$ cat src/rtl/vec_twos_comp_pipe.sv
// Pipelined per-lane two's-complement unit (8/16/32-bit lanes) with a carry-select increment.
// Define VEC_TWOS_COMP_OVF_FLAG_EN to add the per-byte most-negative-value flag output ovf_flag.
module vec_twos_comp_pipe #(
  parameter int DATA_WIDTH  = 32,
  parameter int BLOCK_WIDTH = 4,
  parameter int PIPE_STAGES = 2
) (
  input  logic                    clk,
  input  logic                    rst,
  input  logic                    in_valid,
  output logic                    in_ready,
  input  logic [DATA_WIDTH-1:0]   operand,
  input  logic [1:0]              precision,
  input  logic [DATA_WIDTH/8-1:0] negate,
  output logic                    out_valid,
  input  logic                    out_ready,
  output logic [DATA_WIDTH-1:0]   result
`ifdef VEC_TWOS_COMP_OVF_FLAG_EN
  ,
  output logic [DATA_WIDTH/8-1:0] ovf_flag
`endif
);

  localparam int NB   = DATA_WIDTH / 8;
  localparam int NBLK = DATA_WIDTH / BLOCK_WIDTH;
  localparam int BPB  = 8 / BLOCK_WIDTH;

  function automatic int lane_bytes(input logic [1:0] prec);
    case (prec)
      2'b00:   return 1;
      2'b01:   return 2;
      default: return 4;
    endcase
  endfunction

  // Carry ripples block to block through all-ones blocks and restarts at every lane boundary.
  function automatic logic [DATA_WIDTH-1:0] resolve(
    input logic [DATA_WIDTH-1:0] s0,
    input logic [DATA_WIDTH-1:0] s1,
    input logic [NBLK-1:0]       p,
    input logic [NB-1:0]         nb,
    input logic [1:0]            prec
  );
    logic [DATA_WIDTH-1:0] r;
    logic                  c;
    int                    lb;
    r  = '0;
    c  = 1'b0;
    lb = lane_bytes(prec);
    for (int k = 0; k < NBLK; k++) begin
      if ((k % BPB) == 0 && ((k / BPB) % lb) == 0) c = nb[k / BPB];
      r[k*BLOCK_WIDTH +: BLOCK_WIDTH] = c ? s1[k*BLOCK_WIDTH +: BLOCK_WIDTH]
                                          : s0[k*BLOCK_WIDTH +: BLOCK_WIDTH];
      c = c & p[k];
    end
    return r;
  endfunction

  logic [NB-1:0]         n_byte_d;
  logic [DATA_WIDTH-1:0] xn_d;
  logic [DATA_WIDTH-1:0] sum1_d;
  logic [NBLK-1:0]       p_d;
  logic                  out_valid_q;
  logic [DATA_WIDTH-1:0] result_q;

  // Every byte inherits the negate flag of the top byte of its lane.
  always_comb begin
    int lb;
    lb       = lane_bytes(precision);
    n_byte_d = '0;
    for (int b = 0; b < NB; b++) n_byte_d[b] = negate[b | (lb - 1)];
  end

  genvar gi;
  generate
    for (gi = 0; gi < NB; gi++) begin : g_byte
      assign xn_d[gi*8 +: 8] = operand[gi*8 +: 8] ^ {8{n_byte_d[gi]}};
    end
    for (gi = 0; gi < NBLK; gi++) begin : g_blk
      assign sum1_d[gi*BLOCK_WIDTH +: BLOCK_WIDTH] =
        xn_d[gi*BLOCK_WIDTH +: BLOCK_WIDTH] + BLOCK_WIDTH'(1);
      assign p_d[gi] = &xn_d[gi*BLOCK_WIDTH +: BLOCK_WIDTH];
    end
  endgenerate

`ifdef VEC_TWOS_COMP_OVF_FLAG_EN
  logic [NB-1:0] ovf_d;
  logic [NB-1:0] ovf_q;

  generate
    for (gi = 0; gi < NB; gi++) begin : g_ovf
      logic mn8;
      logic mn16;
      logic mn32;
      logic sel;
      assign mn8 = (operand[gi*8 +: 8] == 8'h80);
      if (gi % 2 == 1) begin : g_m16
        assign mn16 = mn8 & (operand[gi*8-1 -: 8] == 8'h00);
      end else begin : g_n16
        assign mn16 = 1'b0;
      end
      if (gi % 4 == 3) begin : g_m32
        assign mn32 = mn8 & (operand[gi*8-1 -: 24] == 24'h0);
      end else begin : g_n32
        assign mn32 = 1'b0;
      end
      always_comb begin
        case (precision)
          2'b00:   sel = mn8;
          2'b01:   sel = mn16;
          default: sel = mn32;
        endcase
      end
      assign ovf_d[gi] = negate[gi] & sel;
    end
  endgenerate

  assign ovf_flag = ovf_q;
`endif

  generate
    if (PIPE_STAGES == 2) begin : g_two
      logic                  s1_valid_q;
      logic [DATA_WIDTH-1:0] s0_q;
      logic [DATA_WIDTH-1:0] s1sum_q;
      logic [NBLK-1:0]       p_q;
      logic [NB-1:0]         nb_q;
      logic [1:0]            prec_q;
      logic                  advance;
      logic                  accept;
`ifdef VEC_TWOS_COMP_OVF_FLAG_EN
      logic [NB-1:0]         ovf1_q;
`endif

      assign advance  = s1_valid_q & (~out_valid_q | out_ready);
      assign in_ready = ~s1_valid_q | advance;
      assign accept   = in_valid & in_ready;

      always_ff @(posedge clk or posedge rst) begin
        if (rst) begin
          s1_valid_q  <= 1'b0;
          s0_q        <= '0;
          s1sum_q     <= '0;
          p_q         <= '0;
          nb_q        <= '0;
          prec_q      <= '0;
          out_valid_q <= 1'b0;
          result_q    <= '0;
`ifdef VEC_TWOS_COMP_OVF_FLAG_EN
          ovf1_q      <= '0;
          ovf_q       <= '0;
`endif
        end else begin
          if (accept) begin
            s1_valid_q <= 1'b1;
            s0_q       <= xn_d;
            s1sum_q    <= sum1_d;
            p_q        <= p_d;
            nb_q       <= n_byte_d;
            prec_q     <= precision;
`ifdef VEC_TWOS_COMP_OVF_FLAG_EN
            ovf1_q     <= ovf_d;
`endif
          end else if (advance) begin
            s1_valid_q <= 1'b0;
          end
          if (advance) begin
            out_valid_q <= 1'b1;
            result_q    <= resolve(s0_q, s1sum_q, p_q, nb_q, prec_q);
`ifdef VEC_TWOS_COMP_OVF_FLAG_EN
            ovf_q       <= ovf1_q;
`endif
          end else if (out_ready) begin
            out_valid_q <= 1'b0;
          end
        end
      end
    end else if (PIPE_STAGES == 1) begin : g_one
      logic accept;

      assign in_ready = ~out_valid_q | out_ready;
      assign accept   = in_valid & in_ready;

      always_ff @(posedge clk or posedge rst) begin
        if (rst) begin
          out_valid_q <= 1'b0;
          result_q    <= '0;
`ifdef VEC_TWOS_COMP_OVF_FLAG_EN
          ovf_q       <= '0;
`endif
        end else if (accept) begin
          out_valid_q <= 1'b1;
          result_q    <= resolve(xn_d, sum1_d, p_d, n_byte_d, precision);
`ifdef VEC_TWOS_COMP_OVF_FLAG_EN
          ovf_q       <= ovf_d;
`endif
        end else if (out_ready) begin
          out_valid_q <= 1'b0;
        end
      end
    end else begin : g_bad
      $error("vec_twos_comp_pipe: PIPE_STAGES must be 1 or 2");
    end
  endgenerate

  assign out_valid = out_valid_q;
  assign result    = result_q;

endmodule

$ cat config.mk
export PLATFORM = sky130hd
export DESIGN_NAME = vec_twos_comp_pipe
export DESIGN_NICKNAME = d
export VERILOG_FILES = /design/src/rtl/vec_twos_comp_pipe.sv
export SDC_FILE = /design/constraint.sdc
export NUM_CORES = 1
export LEC_CHECK = 0
export ABC_CLOCK_PERIOD_IN_PS = 4200
export BUFFER_PORTS_ARGS = -buffer_cell sky130_fd_sc_hd__buf_2
export CAP_MARGIN = 40
export CORE_ASPECT_RATIO = 0.6
export CORE_MARGIN = 1
export CORE_UTILIZATION = 30
export CTS_CLUSTER_SIZE = 40
export DETAILED_ROUTE_END_ITERATION = 12
export HOLD_SLACK_MARGIN = 0.08
export MAX_ROUTING_LAYER = met4
export SYNTH_ARGS = -nofsm -noshare
export SYNTH_HDL_FRONTEND = slang
export SYNTH_SLANG_ARGS = --single-unit
$ cat constraint.sdc
create_clock -name clk -period 4.2 [get_ports clk]
set_input_delay 0 -clock clk [delete_from_list [all_inputs] [get_ports clk]]
set_output_delay 0 -clock clk [all_outputs]
set_load 0.02 [all_outputs]
==> impl_metrics.env <==
export IMPL_seq_area_frac_synth_pct=50.4
export IMPL_syn_avg_cell_area_sq_um=9.54
export IMPL_tritoncts="done"
export IMPL_grt_max_degree=65
export IMPL_fmax_mhz=520
export IMPL_postSynthRegisterBits=111
export IMPL_yosysTopAreaCell="dfrtp_1"
export IMPL_dp_slack_ps=2270
export IMPL_finalMaxSlewViolations=0
export IMPL_cts_buffers=9
export IMPL_dr_pass1_iters=4
export IMPL_wl_um=13400
export IMPL_ys_flop_type="dfrtp_1"
export IMPL_netlist_instances=577
export IMPL_max_cap_viol_count=0
export IMPL_routedWlPerCell_um=14.8
export IMPL_powerDensity_mw_per_mm2=448
export IMPL_drive_gt1_share_pct=17.7
export IMPL_drtIter0Drc=283
export IMPL_cp_required_ps=4390
export IMPL_start_kind="register"
export IMPL_root_buffer="clkbuf_16"
export IMPL_grt_overflow_total=0
export IMPL_period_share_pct=45.8
export IMPL_rsz0062_at_grt="no"
export IMPL_dp_hpwl_um=9650
export IMPL_hold_violations=0
export IMPL_async_reset_ff_share_pct=100
export IMPL_die_area_sq_mm=0.0189
export IMPL_syn_nets=621
export IMPL_antenna_found_initial=0
export IMPL_clkLatencyLatePin_ps=340
export IMPL_grt_pass1_vias=4027
export IMPL_core_area_sq_mm=0.0175
export IMPL_die_w_um=177
export IMPL_yosysUniqueCellTypes=50
export IMPL_worstMarginPinSlew_ps=847
export IMPL_dieHeight_um=107
export IMPL_fin_ws_ps=2280
export IMPL_outcome="completed"
export IMPL_synth_top_area_share_pct=50.4
export IMPL_netlist_area_sq_mm=0.00551
export IMPL_vias=4297
export IMPL_finalSetupViolCount=0
export IMPL_syn_to_final_growth_pct=22.8
export IMPL_slew_headroom_pct=43.5
export IMPL_synth_edf_count=0
export IMPL_cts_sinks=111
export IMPL_grt_pass1_wl_um=21900
export IMPL_synth_area_top_cells="dfrtp_1 (50%), nand2_1 (5.9%), mux2i_1 (5.3%)"
export IMPL_port_buffers=75
export IMPL_htreeDepth=3
export IMPL_ios=76
export IMPL_gp_congestion=0.799
export IMPL_ir_drop_v=0.000186
export IMPL_finalCriticalPeriod_ps=1920
export IMPL_antenna_left=0
export IMPL_fin_skew_ps=7.71
export IMPL_antenna_cells=0
export IMPL_ctsLongestPathBuffers=2
export IMPL_grt_usage_pct=15.4
export IMPL_critPathMaxFanout=12
export IMPL_layout_nets=710
export IMPL_cts_reportedPaths_clkPinSlew_ps=70
export IMPL_leakagePower_nw=3.00
export IMPL_critPathArrivalTime_ps=2110
export IMPL_yosys_warnings=0
export IMPL_viasPerCell=4.75
export IMPL_rows=37
export IMPL_hp_class="input port to register"
export IMPL_critPathCaptureType="register"
export IMPL_drc=0
export IMPL_initial_core_util_pct=31.4
export IMPL_setup_tns_ps=0
export IMPL_critPathKind="register to register"
==> flip-flops by register name, indices dropped and copies added (netlist names) <==
name              count
g_two.p_q             7
result               32
g_two.s1_valid_q      1
g_two.s1sum_q        32
g_two.prec_q          2
g_two.s0_q           32
out_valid             1
g_two.nb_q            4
==> through the flow <==
step / cell area (sq um) / util, % / power, mW / cells / hold slack (ps)
2_1_floorplan: 5510 / - / 1.87 / 577 / 105
3_3_place_gp: 6060 / 34.5 / 2.09 / 853 / 247
3_5_place_dp: 6120 / 34.9 / 2.11 / 857 / -59.3
4_1_cts: 6760 / 38.5 / 3.06 / 905 / 81.6
5_1_grt: 6760 / 38.5 / 3.21 / 905 / 117
6_report: 6760 / 38.5 / 3.03 / 905 / 89.2
==> kinds of logic (layout without fill, tap and decap cells) <==
| logic type | count (synthesis) | in the layout | share of synthesized area (%) |
|---|---|---|---|
| mux | 37 | 37 | 6.91 |
| simple gates | 198 | 198 | 16.5 |
| fa+ha+maj | 4 | 4 | 0.818 |
| compound gates | 134 | 134 | 14.5 |
| buf+inv | 48 | 142 | 3.75 |
| flops | 111 | 111 | 50.4 |
| xor+xnor | 45 | 45 | 7.16 |
==> path summary, 6_finish.rpt <==
check,start,endpoint,slack [ps],cells past startpoint
max in group asynchronous,rst,g_two.s1sum_q[17],3010,5
worst min register to register,g_two.s0_q[19],g_two.s0_q[19],480,1
worst min-delay path,operand[2],g_two.p_q[0],90,4
worst max register to register,g_two.prec_q[1],result[9],2280,4
min in group asynchronous,rst,result[29],120,3
worst max-delay path,g_two.prec_q[1],result[9],2280,4
==> placed cells by master, fill, tap and decap left out, drive strengths merged, types with 7 or more instances in the layout <==
cell type | netlist | routed
a21oi | 35 | 35
a31oi | 11 | 11
and3 | 8 | 8
buf | 15 | 85
clkbuf | 24 | 10
dfrtp | 111 | 111
dlygate4sd3 | 0 | 32
inv | 9 | 10
mux2 | 8 | 8
mux2i | 29 | 29
nand2 | 86 | 86
nand3 | 7 | 7
nand3b | 8 | 8
nor2 | 51 | 51
nor3 | 10 | 10
o21ai | 53 | 53
xnor2 | 31 | 31
xor2 | 14 | 14
==> cells in the mapped netlist (all sizes together), types with 9 or more instances <==
library cell  count
a21oi            35
a31oi            11
buf              15
clkbuf           24
dfrtp           111
inv               9
mux2i            29
nand2            86
nor2             51
nor3             10
o21ai            53
xnor2            31
xor2             14
==> power breakdown <==
part           switching (mW)  total (mW)  internal, mW
registers               0.121        1.39          1.27
logic                   0.428       0.719         0.291
clock network           0.394       0.921         0.527
==> cell type report <==
| type | count | area [sq um] |
|---|---|---|
| fill | 1781 | 10800 |
| sequential | 111 | 2780 |
| multi-input combinational | 418 | 2530 |
| timing repair buffer | 117 | 801 |
| tap | 234 | 293 |
| clock buffer | 10 | 229 |
| clock inverter | 6 | 92.6 |
| inverter | 9 | 36.3 |
==> worst max-delay path, stage by stage, from the launching register on <==
cell and delay [ps]:
dfrtp_1 520, o2111a_1 320, nor2_1 410, mux2i_1 400, a21oi_1 130
==> layer usage <==
layer	global-route usage (%)	share of wire (%)	up-vias
met3	3.19	5.7	5
li1	-	-	2181
met2	19.6	37	113
met5	-	0	-
met1	24.3	57	1998
met4	2.59	0.41	0
==> what timing repair did <==
| item | CTS | global route |
|---|---|---|
| gates resized for setup | 0 | 0 |
| buffers inserted | 0 | 0 |
| hold buffers | 32 | 0 |
| hold endpoints to repair | 118 | 0 |
| setup endpoints to repair | 0 | 0 |
(Power assumes the default switching activity.)
